### src/rtl/shared_pipe_arbiter_pkg.sv
// Shared helpers for the DQN datapath arbiter: ID sizing and the round-robin search.
package dqn_arb_pkg;

    localparam int MAX_REQ = 32;
    localparam int MAX_IW  = 5;

    // ID width that stays at least one bit wide for two requesters.
    function automatic int clog2_min1(input int n);
        return (n <= 2) ? 1 : $clog2(n);
    endfunction

    // One-hot of the first set bit of elig, searching from ptr upward and wrapping at n.
    function automatic logic [MAX_REQ-1:0] rr_pick(
        input logic [MAX_REQ-1:0] elig,
        input int                 n,
        input int                 ptr
    );
        logic [MAX_REQ-1:0] oh;
        logic               found;
        int                 idx;
        oh    = '0;
        found = 1'b0;
        for (int k = 0; k < MAX_REQ; k++) begin
            if (k < n && !found) begin
                idx = ptr + k;
                if (idx >= n) idx = idx - n;
                if (elig[idx[MAX_IW-1:0]]) begin
                    oh[idx[MAX_IW-1:0]] = 1'b1;
                    found               = 1'b1;
                end
            end
        end
        return oh;
    endfunction

endpackage

### src/rtl/shared_pipe_arbiter_tag_delay.sv
// Fixed-depth shift register carrying {valid, id} tags alongside the shared unit.
module tag_delay #(
    parameter int WIDTH   = 1,
    parameter int LATENCY = 1
) (
    input  logic             clk,
    input  logic             rst,
    input  logic [WIDTH-1:0] d_i,
    output logic [WIDTH-1:0] q_o
);

    logic [LATENCY-1:0][WIDTH-1:0] stage_q;

    always_ff @(posedge clk or posedge rst) begin
        if (rst) begin
            stage_q <= '0;
        end else begin
            stage_q[0] <= d_i;
            for (int i = 1; i < LATENCY; i++) stage_q[i] <= stage_q[i-1];
        end
    end

    assign q_o = stage_q[LATENCY-1];

endmodule

### src/rtl/shared_pipe_arbiter.sv
// Round-robin arbiter feeding one fixed-latency pipelined unit and routing results back by tag.
module shared_pipe_arbiter
    import dqn_arb_pkg::*;
#(
    parameter  int DATA_WIDTH = 32,
    parameter  int NUM_REQ    = 4,
    parameter  int LATENCY    = 2,
    localparam int ID_W       = clog2_min1(NUM_REQ),
    localparam int CW         = $clog2(LATENCY + 2)
) (
    input  logic                          clk,
    input  logic                          rst,
    input  logic [NUM_REQ-1:0]            req,
    input  logic [NUM_REQ*DATA_WIDTH-1:0] req_data,
    input  logic [NUM_REQ-1:0]            req_mask,
    output logic [NUM_REQ-1:0]            gnt,
    output logic                          issue_valid,
    output logic [DATA_WIDTH-1:0]         issue_data,
    input  logic [DATA_WIDTH-1:0]         res_data,
    output logic [NUM_REQ-1:0]            resp_valid,
    output logic [DATA_WIDTH-1:0]         resp_data,
    output logic [CW-1:0]                 in_flight,
    output logic                          idle
);

    logic [NUM_REQ-1:0]    eligible;
    logic [ID_W-1:0]       ptr_q, ptr_d;
    logic [ID_W-1:0]       gnt_idx;
    logic                  gnt_any;
    logic [DATA_WIDTH-1:0] gnt_data;

    logic                  issue_valid_q;
    logic [DATA_WIDTH-1:0] issue_data_q;
    logic [ID_W-1:0]       issue_id_q;

    logic [ID_W:0]         tag_ret;
    logic                  ret_valid;
    logic [ID_W-1:0]       ret_id;

    logic [NUM_REQ-1:0]    resp_valid_q, resp_valid_d;
    logic [DATA_WIDTH-1:0] resp_data_q;
    logic [CW-1:0]         in_flight_q, in_flight_d;

    assign eligible = req & req_mask;
    assign gnt      = NUM_REQ'(rr_pick(MAX_REQ'(eligible), NUM_REQ, int'(ptr_q)));
    assign gnt_any  = |gnt;

    always_comb begin
        gnt_idx  = '0;
        gnt_data = '0;
        for (int i = 0; i < NUM_REQ; i++) begin
            if (gnt[i]) begin
                gnt_idx  = ID_W'(i);
                gnt_data = req_data[i*DATA_WIDTH +: DATA_WIDTH];
            end
        end
    end

    assign ptr_d = (gnt_idx == ID_W'(NUM_REQ - 1)) ? '0 : gnt_idx + 1'b1;

    // issue_data keeps its last operand when nothing is granted
    always_ff @(posedge clk or posedge rst) begin
        if (rst) begin
            ptr_q         <= '0;
            issue_valid_q <= 1'b0;
            issue_data_q  <= '0;
            issue_id_q    <= '0;
        end else begin
            issue_valid_q <= gnt_any;
            if (gnt_any) begin
                ptr_q        <= ptr_d;
                issue_data_q <= gnt_data;
                issue_id_q   <= gnt_idx;
            end
        end
    end

    // Output of the last stage lines up with res_data for the matching issue.
    tag_delay #(
        .WIDTH   (1 + ID_W),
        .LATENCY (LATENCY)
    ) u_tag_delay (
        .clk (clk),
        .rst (rst),
        .d_i ({issue_valid_q, issue_id_q}),
        .q_o (tag_ret)
    );

    assign ret_valid = tag_ret[ID_W];
    assign ret_id    = tag_ret[ID_W-1:0];

    always_comb begin
        resp_valid_d = '0;
        if (ret_valid) resp_valid_d[ret_id] = 1'b1;
    end

    // Counted from issue to registered response, so a steady stream sits at LATENCY+1.
    assign in_flight_d = in_flight_q + CW'(issue_valid_q) - CW'(|resp_valid_q);

    always_ff @(posedge clk or posedge rst) begin
        if (rst) begin
            resp_valid_q <= '0;
            resp_data_q  <= '0;
            in_flight_q  <= '0;
        end else begin
            resp_valid_q <= resp_valid_d;
            if (ret_valid) resp_data_q <= res_data;
            in_flight_q  <= in_flight_d;
        end
    end

    assign issue_valid = issue_valid_q;
    assign issue_data  = issue_data_q;
    assign resp_valid  = resp_valid_q;
    assign resp_data   = resp_data_q;
    assign in_flight   = in_flight_q;
    assign idle        = (in_flight_q == '0) && !(|eligible);

endmodule

### config.mk
export PLATFORM = sky130hd
export DESIGN_NAME = shared_pipe_arbiter
export DESIGN_NICKNAME = d
export VERILOG_FILES = /design/src/rtl/shared_pipe_arbiter_pkg.sv /design/src/rtl/shared_pipe_arbiter_tag_delay.sv /design/src/rtl/shared_pipe_arbiter.sv
export SDC_FILE = /design/constraint.sdc
export NUM_CORES = 1
export LEC_CHECK = 0
export BUFFER_PORTS_ARGS = -buffer_cell sky130_fd_sc_hd__buf_4
export CAP_MARGIN = 5
export CELL_PAD_IN_SITES_DETAIL_PLACEMENT = 0
export CELL_PAD_IN_SITES_GLOBAL_PLACEMENT = 1
export CORE_UTILIZATION = 32
export CTS_CLUSTER_DIAMETER = 30
export CTS_CLUSTER_SIZE = 25
export DETAILED_ROUTE_END_ITERATION = 12
export GPL_ROUTABILITY_DRIVEN = 0
export PLACE_DENSITY_LB_ADDON = 0.1
export SETUP_SLACK_MARGIN = 0.05
export SLEW_MARGIN = 30
export SYNTH_ARGS = -nofsm -noshare
export SYNTH_HDL_FRONTEND = slang
export SYNTH_SLANG_ARGS = --single-unit
### constraint.sdc
create_clock -name clk -period 4 [get_ports clk]
set_clock_uncertainty 0.15 [all_clocks]
set_input_delay 0.6 -clock clk [delete_from_list [all_inputs] [get_ports clk]]
set_output_delay 0.6 -clock clk [all_outputs]
set_load 0.02 [all_outputs]
==> results of run 1 <==
==> routing by layer <==
| layer | vias up | part of all wire (%) |
|---|---|---|
| li1 | 2060 | - |
| met1 | 2014 | 42 |
| met2 | 181 | 51 |
| met3 | 7 | 6.3 |
| met4 | 0 | 0.85 |
| met5 | - | 0 |
==> power breakdown <==
group | switching [W] | leakage [nW] | total, W | internal, W
clock | 0.000334 | 0.148 | 0.000855 | 0.000521
sequential | 0.000302 | 0.948 | 0.00159 | 0.00129
combinational | 0.00243 | 2.11 | 0.00435 | 0.00193
total | 0.00306 | 3.20 | 0.00680 | 0.00373
==> registers in the layout, summed over array words and instances, names as in the netlist <==
signal	cells
resp_valid	4
u_tag_delay.stage_q	3
in_flight	2
issue_valid	1
u_tag_delay.q_o	3
issue_data	32
resp_data	32
ptr_q	2
issue_id_q	2
==> worst reg2reg max path, stage by stage, from the launching register on <==
cell and delay [ns]:
dfrtp_1 0.46, inv_1 0.20, ha_1 0.41, a211o_1 0.12, mux2i_1 0.06, a211o_1 0.29, and2_1 0.25, a221oi_4 0.42
inv_2 0.18, buf_12 0.20, a21o_1 0.21, o221ai_1 0.17, a31oi_1 0.11
==> logic make-up (layout without fill, tap and decap cells) <==
group | after synthesis | in the layout | synth area share (%)
DFF | 81 | 81 | 47.0
buffers and inverters | 43 | 284 | 4.70
adders and majority gates | 10 | 10 | 2.90
xor gates and xnor gates | 2 | 2 | 0.406
muxes | 35 | 35 | 9.63
and+or+nand+nor | 188 | 188 | 19.5
AOI/OAI and AO/OA | 87 | 87 | 15.9
==> path summary, 6_finish.rpt <==
path                                         from                 end  slack, ns  cells past startpoint
setup / recovery                         ptr_q[1]              gnt[1]       0.33                      9
hold / removal                                rst        resp_data[7]       0.19                      2
setup reg to reg                         ptr_q[1]       issue_data[3]       0.64                     12
hold reg to reg            u_tag_delay.stage_q[2]  u_tag_delay.q_o[2]       0.20                      0
max in group asynchronous                     rst  u_tag_delay.q_o[2]       2.76                      3
min in group clk           u_tag_delay.stage_q[2]  u_tag_delay.q_o[2]       0.20                      0
==> stage by stage <==
stage          instances  total power, W  cell area (um^2)  setup slack [ns]
2_1_floorplan        446         0.00451              4310             0.786
3_3_place_gp         847         0.00592              6340             0.606
3_5_place_dp         847         0.00602              6340             0.537
4_1_cts              863         0.00691              6660             0.151
5_1_grt              863         0.00731              6660             0.128
6_report             863         0.00680              6660             0.326
==> area by class of cell <==
| class | count | share of cell area, % |
|---|---|---|
| Clock buffer | 11 | 3.79 |
| Tap cell | 176 | 3.31 |
| Sequential cell | 81 | 30.5 |
| Inverter | 10 | 0.620 |
| Clock inverter | 5 | 0.939 |
| Timing Repair Buffer | 258 | 29.3 |
| Multi-Input combinational cell | 322 | 31.6 |
==> synthesized netlist by cell type (all sizes together), types with 3 or more instances <==
cell type and count:
o22a 29, a21oi 4, ha 10, clkbuf 7, buf 26, and2 6
a221oi 3, a22o 3, mux2 32, a21o 5, nand3 36, a211o 3
nand2 34, nor2 95, nor3b 4, dfrtp 81, o221ai 3, a31oi 32
inv 10
==> impl_metrics.env, run 1 <==
export IMPL_dr_pass1_iters=4
export IMPL_chipHeight_um=118
export IMPL_period_minus_slack_ns=3.67
export IMPL_ir_drop_mv=0.368
export IMPL_initial_core_util_pct=32.7
export IMPL_worstMarginPinSlew_ns=0.673
export IMPL_grt_max_degree=39
export IMPL_cts_root_buf="clkbuf_16"
export IMPL_p_per_area_nw_per_um2=1020
export IMPL_design_core_area_um2=13200
export IMPL_fin_crit_sh_pct=91.8
export IMPL_ys_async_sr_fraction_pct=100
export IMPL_synth_seq_cells=81
export IMPL_synth_area_leaders="dfrtp_1, mux2_2, nor2_1"
export IMPL_crit_buf_inv=3
export IMPL_h_tree_depth=3
export IMPL_clk_latency_ns=0.34
export IMPL_cts_made_buffers=9
export IMPL_die_area_um2=14000
export IMPL_dieWidth_um=118
export IMPL_grt_overflow_total=0
export IMPL_io_buffers=245
export IMPL_final_cell_mix="buf_4, nor2_1, dfrtp_1"
export IMPL_avgSynthCellArea_um2=9.67
export IMPL_hpwl_um=10800
export IMPL_layout_commonest_cell="buf_4"
export IMPL_use_met2_pct=36.4
export IMPL_ios=246
export IMPL_maxCapViolCount=0
export IMPL_syn_inst=446
export IMPL_track_usage_pct=20.8
export IMPL_clockBufferDepth=2
export IMPL_wirelength_um=14300
export IMPL_synth_edf_count=0
export IMPL_worstPathArrival_ns=2.92
export IMPL_synth_top_area_share_pct=47.0
export IMPL_hp_class="in2async"
export IMPL_hold_viol=0
export IMPL_postCtsHoldBufs=0
export IMPL_slowest_delay_ns=0.46
export IMPL_rows=42
export IMPL_totalNegativeSetupSlack_ns=0
export IMPL_status="finished, final reports clean"
export IMPL_clkSinkCount=81
export IMPL_clock_fmax_ghz=0.272
export IMPL_synth_cell_types=43
export IMPL_drc=0
export IMPL_cts_tree="done"
export IMPL_ant_nets=0
export IMPL_busiest_layer="met2"
export IMPL_fin_util_pct=50.5
export IMPL_synth_flop_cell="dfrtp_1"
export IMPL_synth_largest_area_cell="dfrtp_1"
export IMPL_vias_per_cell=4.94
export IMPL_met3_usage_pct=4.07
export IMPL_antenna_found_initial=0
export IMPL_syn2layout_area_growth_pct=54.4
export IMPL_fillers=1264
export IMPL_ys_warn_count=0
export IMPL_layout_nets=862
export IMPL_synthesis_area_um2=4310
export IMPL_path_cells="inv_1 -> ha_1 -> a211o_1 -> mux2i_1 -> a211o_1 -> and2_1 -> a221oi_4 -> inv_2 -> buf_4"
export IMPL_grt_pass1_wl_um=22500
export IMPL_required_ns=3.25
export IMPL_antenna_cells=0
export IMPL_critical_path_class="reg2out"
export IMPL_critPathSlowestCell="dfrtp_1"
export IMPL_cp_max_fo=8
export IMPL_rsz0062_at_grt="no"
export IMPL_slew_violations=0
export IMPL_setup_viol=0
export IMPL_drt_iter0_drc=192
export IMPL_post_cts_resized=0
export IMPL_hold_ws_ns=0.186
export IMPL_start_kind="flip-flop"
export IMPL_critical_path_top_delay_family="compound AO/OA/AOI/OAI gates"
export IMPL_crit_top_cell="a211o_1"
export IMPL_ff_latch_area_um2=2030
export IMPL_use_met1_pct=25.8
export IMPL_drive_above_1_share_pct=46.9
export IMPL_num_vias=4262
export IMPL_ys_seq_area_share_pct=47.0
export IMPL_postCtsSetupBuffers=0
export IMPL_grt_pass1_vias=4212
export IMPL_end_kind="output pin"
export IMPL_clk_pin_slew_ns=0.07
export IMPL_wl_per_cell_um=16.5
export IMPL_multiInputGateArea_um2=2110
export IMPL_max_slew_margin_pct=55.1
export IMPL_synth_fp_nets=626
export IMPL_leakage_nw=3.20
Power figures use the tool's default switching activity.
==> run 2: changes to the inputs <==
--- a/config.mk
+++ b/config.mk
@@ -11,10 +11,11 @@
 export CELL_PAD_IN_SITES_GLOBAL_PLACEMENT = 1
 export CORE_UTILIZATION = 32
 export CTS_CLUSTER_DIAMETER = 30
-export CTS_CLUSTER_SIZE = 25
+export CTS_CLUSTER_SIZE = 30
 export DETAILED_ROUTE_END_ITERATION = 12
 export GPL_ROUTABILITY_DRIVEN = 0
 export PLACE_DENSITY_LB_ADDON = 0.1
+export REMOVE_ABC_BUFFERS = 1
 export SETUP_SLACK_MARGIN = 0.05
 export SLEW_MARGIN = 30
 export SYNTH_ARGS = -nofsm -noshare
==> constraint.sdc (replaced) <==
create_clock -name clk -period 3.8 [get_ports clk]
set_clock_uncertainty 0.15 [all_clocks]
set_input_delay 0.57 -clock clk [delete_from_list [all_inputs] [get_ports clk]]
set_output_delay 0.57 -clock clk [all_outputs]
set_load 0.02 [all_outputs]
==> run 2 against run 1 <==
  * Register-to-register slack worse by 0.12 ns
  * Cell count is 1.0% higher
  * Via count is 2.0% higher
  * Clock-buffer cell count stayed put
  * Sequential share of layout area is 0.23 points lower
  * Cell area is 0.75% higher
  * Clock power is 0.8% lower
  * Global-route usage is 0.13 points lower
  * Critical path depth stayed put
  * Critical path type unchanged
  * Largest cell class unchanged
  * Largest power group unchanged
==> impl_metrics.env, run 2 (synthesis gave the netlist of run 1 again) <==
export IMPL_status="finished, final reports clean"
export IMPL_p_switching_w=0.00324
export IMPL_initial_core_util_pct=32.7
export IMPL_ant_nets=0
export IMPL_clk_latency_ns=0.33
export IMPL_layout_nets=871
export IMPL_leakage_nw=3.23
export IMPL_clkSinkCount=81
export IMPL_rows=42
export IMPL_hold_viol=0
export IMPL_die_area_um2=14000
export IMPL_seq_power_share_pct=23.0
export IMPL_dr_wl_met2_um=6680
export IMPL_period_minus_slack_ns=3.55
export IMPL_wl_met3_um=1110
export IMPL_syn2layout_area_growth_pct=55.6
export IMPL_vias_per_cell=4.99
export IMPL_hpwl_um=10700
export IMPL_p_int_w=0.00398
export IMPL_track_usage_pct=20.7
export IMPL_top_layer_used="met4"
export IMPL_drt_iter0_drc=155
export IMPL_dr_pass1_iters=5
export IMPL_end_kind="output pin"
export IMPL_fin_crit_sh_pct=93.4
export IMPL_critical_path_class="reg2out"
export IMPL_detailedPlace_worstSlack_ns=0.454
export IMPL_rsz0062_at_grt="no"
export IMPL_antenna_found_initial=0
export IMPL_start_kind="flip-flop"
export IMPL_worstPathArrival_ns=2.83
export IMPL_slew_violations=0
export IMPL_grt_overflow_total=0
export IMPL_maxCapViolCount=0
export IMPL_wl_per_cell_um=16.3
export IMPL_clk_pin_slew_ns=0.06
export IMPL_grt_pass1_wl_um=22400
export IMPL_cp_max_fo=11
export IMPL_h_tree_depth=3
export IMPL_num_vias=4347
export IMPL_stdcell_count=872
export IMPL_wl_met1_um=6040
export IMPL_clockBufferDepth=2
export IMPL_hp_class="in2async"
export IMPL_cts_root_buf="clkbuf_16"
export IMPL_cts_tree="done"
export IMPL_antenna_cells=0
export IMPL_drc=0
export IMPL_max_slew_margin_pct=52.7
export IMPL_ir_drop_mv=0.450
export IMPL_fin_util_pct=50.9
export IMPL_p_per_area_nw_per_um2=1080
export IMPL_drive_above_1_share_pct=47.6
export IMPL_layout_commonest_cell="buf_4"
export IMPL_ios=246
export IMPL_fillers=1295
export IMPL_wirelength_um=14200
export IMPL_switching_share_pct=44.9
export IMPL_dieWidth_um=118
export IMPL_cts_made_buffers=9
export IMPL_chipHeight_um=118
export IMPL_setup_viol=0
export IMPL_worstMarginPinSlew_ns=0.709
export IMPL_comb_power_share_pct=65.3
export IMPL_setup_slack_ns=0.250
export IMPL_design_core_area_um2=13200
export IMPL_grt_max_degree=36
export IMPL_clock_fmax_ghz=0.282
export IMPL_r2r_slack_ns=0.52
export IMPL_io_buffers=245
export IMPL_clkPwrFrac_pct=11.8
export IMPL_grt_pass1_vias=4368
export IMPL_final_cell_mix="buf_4, nor2_1, dfrtp_1"
export IMPL_dp_cells=852
export IMPL_required_ns=3.08
-- run 2: area by class of cell --
type	count	area [um^2]	share of cell area [%]
Clock buffer	11	233	3.47
Clock inverter	5	56.3	0.839
Inverter	10	47.5	0.708
Multi-Input combinational cell	322	2110	31.4
Sequential cell	81	2030	30.2
Tap cell	176	220	3.28
Timing Repair Buffer	267	2020	30.0
-- run 2: worst max-delay path, cell delays in order (launching register included) --
cell and delay (ns):
dfrtp_2 0.46, clkinvlp_4 0.20, ha_2 0.41, a211o_1 0.11, mux2i_1 0.06, a211o_1 0.29, and2_1 0.24, a221oi_4 0.39
inv_4 0.15, buf_4 0.19
-- run 2: final timing paths --
| path | start | to | depth (start not counted) |
|---|---|---|---|
| setup / recovery | ptr_q[1] | gnt[1] | 9 |
| hold / removal | rst | resp_data[5] | 2 |
| setup reg to reg | ptr_q[1] | issue_data[20] | 11 |
| hold reg to reg | u_tag_delay.stage_q[2] | u_tag_delay.q_o[2] | 0 |
| max in group asynchronous | rst | ptr_q[1] | 3 |
| min in group clk | u_tag_delay.stage_q[2] | u_tag_delay.q_o[2] | 0 |
-- run 2: metrics by stage --
step	setup TNS, ns	total power, W	hold WS (ns)	area [um^2]
floorplan	-66.62	0.00456	0.181	4150
global placement	0	0.00631	0.184	6380
detailed placement	0	0.00641	0.186	6380
CTS	0	0.00728	0.144	6670
global route	0	0.00777	0.175	6710
finish	0	0.00722	0.137	6710
-- run 2: layer usage --
metal,vias to the layer above,track usage [%]
li1,2071,-
met4,0,8.73
met1,2059,24.5
met3,24,6.35
met2,193,34.6
met5,-,0
-- run 2: power groups by stage --
stage               Combinational [W]  Clock (W)  Sequential, W
CTS                           0.00474   0.000876        0.00166
detailed placement            0.00474          0        0.00167
global route                  0.00514   0.000906        0.00173
floorplan                     0.00246          0        0.00210
global placement              0.00466          0        0.00165
finish                        0.00471   0.000848        0.00166
-- run 2: timing repair --
| action | CTS | global route |
|---|---|---|
| gates resized for setup | 0 | 6 |
| setup endpoints to repair | 0 | 4 |
| hold buffers | 0 | 0 |
| buffers inserted | 0 | 4 |
==> run 3: changes to the inputs <==
==> constraint.sdc (replaced) <==
create_clock -name clk -period 3.8 [get_ports clk]
set_clock_uncertainty 0.15 [all_clocks]
set_input_delay 0.76 -clock clk [delete_from_list [all_inputs] [get_ports clk]]
set_output_delay 0.76 -clock clk [all_outputs]
set_load 0.02 [all_outputs]
==> run 3 against run 2 <==
  * Clock power is 2.5% higher
  * Register-to-register slack improved by 0.05 ns
  * Combinational power is essentially flat
  * Critical path type unchanged
  * Sequential share of layout area increased by 0.11 points
  * Highest routed layer unchanged
==> impl_metrics.env, run 3 (synthesis gave the netlist of run 1 again) <==
export IMPL_syn2layout_area_growth_pct=54.9
export IMPL_worstPathArrival_ns=2.67
export IMPL_hold_ws_ns=0.198
export IMPL_wl_per_cell_um=16.4
export IMPL_setup_viol=0
export IMPL_busiest_layer="met2"
export IMPL_fin_crit_sh_pct=94.3
export IMPL_clock_fmax_ghz=0.279
export IMPL_met3_usage_pct=6.35
export IMPL_fillers=1273
export IMPL_grt_overflow_total=0
export IMPL_wirelength_um=14200
export IMPL_antenna_found_initial=0
export IMPL_grt_pass1_vias=4577
export IMPL_worstMarginPinSlew_ns=0.764
export IMPL_layout_commonest_cell="buf_4"
export IMPL_p_per_area_nw_per_um2=1080
export IMPL_max_slew_margin_pct=49.0
export IMPL_maxCapViolCount=0
export IMPL_rsz0062_at_grt="no"
export IMPL_ios=246
export IMPL_clkSinkCount=81
export IMPL_crit_buf_inv=3
export IMPL_hpwl_um=10500
export IMPL_track_usage_pct=21.2
export IMPL_die_area_um2=14000
export IMPL_design_core_area_um2=13200
export IMPL_post_cts_resized=0
export IMPL_chipHeight_um=118
export IMPL_layout_nets=866
export IMPL_slowest_delay_ns=0.40
export IMPL_totalNegativeSetupSlack_ns=0
export IMPL_cts_root_buf="clkbuf_16"
export IMPL_required_ns=2.89
export IMPL_path_cells="inv_1 -> ha_1 -> nand4b_1 -> mux2i_1 -> a211o_1 -> and2_1 -> a221oi_4 -> inv_1 -> buf_4"
export IMPL_hp_class="reg2reg"
export IMPL_setup_slack_ns=0.217
export IMPL_rows=42
export IMPL_ant_nets=0
export IMPL_use_met2_pct=35.8
export IMPL_dieWidth_um=118
export IMPL_drc=0
export IMPL_crit_top_cell="inv_1"
export IMPL_hold_viol=0
export IMPL_postCtsHoldBufs=0
export IMPL_clockBufferDepth=2
export IMPL_detailedPlace_worstSlack_ns=0.235
export IMPL_grt_pass1_wl_um=23200
export IMPL_clk_latency_ns=0.33
export IMPL_end_kind="output pin"
export IMPL_final_cell_mix="buf_4, nor2_1, dfrtp_1"
export IMPL_postCtsSetupBuffers=0
export IMPL_antenna_cells=0
export IMPL_grt_max_degree=52
export IMPL_period_minus_slack_ns=3.58
export IMPL_slew_violations=0
export IMPL_vias_per_cell=5.00
export IMPL_use_met1_pct=25.0
export IMPL_fin_util_pct=50.7
export IMPL_h_tree_depth=3
export IMPL_cp_max_fo=7
export IMPL_critPathSlowestCell="a221oi_4"
export IMPL_leakage_nw=3.22
export IMPL_dr_pass1_iters=4
export IMPL_drt_iter0_drc=184
export IMPL_critical_path_class="reg2out"
export IMPL_critical_path_top_delay_family="compound AO/OA/AOI/OAI gates"
export IMPL_initial_core_util_pct=32.7
export IMPL_ir_drop_mv=0.416
export IMPL_cts_tree="done"
export IMPL_drive_above_1_share_pct=46.7
export IMPL_cts_made_buffers=9
export IMPL_num_vias=4327
export IMPL_start_kind="flip-flop"
export IMPL_io_buffers=245
export IMPL_status="finished, final reports clean"
export IMPL_clk_pin_slew_ns=0.06
run 3: final cells by class:
| type | instances | area [um^2] | area share [%] |
|---|---|---|---|
| multi-input combinational | 322 | 2110 | 31.5 |
| clock buffer | 13 | 260 | 3.89 |
| inverter | 10 | 38.8 | 0.580 |
| tap | 176 | 220 | 3.29 |
| timing repair buffer | 262 | 1990 | 29.8 |
| clock inverter | 2 | 37.5 | 0.562 |
| sequential | 81 | 2030 | 30.3 |
run 3: worst register-to-register path, delay by kind of cell, from the launching register on:
family | cells | cell delay [ns]
compound gates | 3 | 0.99
fa+ha+maj | 1 | 0.34
buf+inv | 3 | 0.68
flops | 1 | 0.38
mux | 1 | 0.07
simple gates | 3 | 0.51
run 3: metrics by stage:
stage | cell area [um^2] | instances | total power [W]
after floorplan | 4150 | 413 | 0.00456
after global placement | 6380 | 850 | 0.00633
after detailed placement | 6380 | 850 | 0.00643
after CTS | 6680 | 865 | 0.00732
after global routing | 6680 | 866 | 0.00778
final | 6680 | 866 | 0.00721
run 3: layer usage:
metal	vias to the layer above	share of wire, %
met1	2050	41
met2	196	49
met3	20	8.2
li1	2061	-
met5	-	0
met4	0	2.3
run 3: final timing paths:
check | start | endpoint | slack, ns | cells after the start
max in group asynchronous | rst | issue_data[20] | 2.34 | 3
worst min register to register | u_tag_delay.stage_q[2] | u_tag_delay.q_o[2] | 0.20 | 0
worst min-delay path | u_tag_delay.stage_q[2] | u_tag_delay.q_o[2] | 0.20 | 0
min in group asynchronous | rst | issue_data[13] | 0.40 | 2
worst max-delay path | ptr_q[1] | gnt[3] | 0.22 | 9
worst max register to register | ptr_q[1] | issue_data[27] | 0.57 | 11
run 3: power breakdown:
part | internal, W | switching (W) | total, W
Combinational | 0.00208 | 0.00262 | 0.00470
Sequential | 0.00135 | 0.000290 | 0.00164
Clock | 0.000542 | 0.000328 | 0.000869
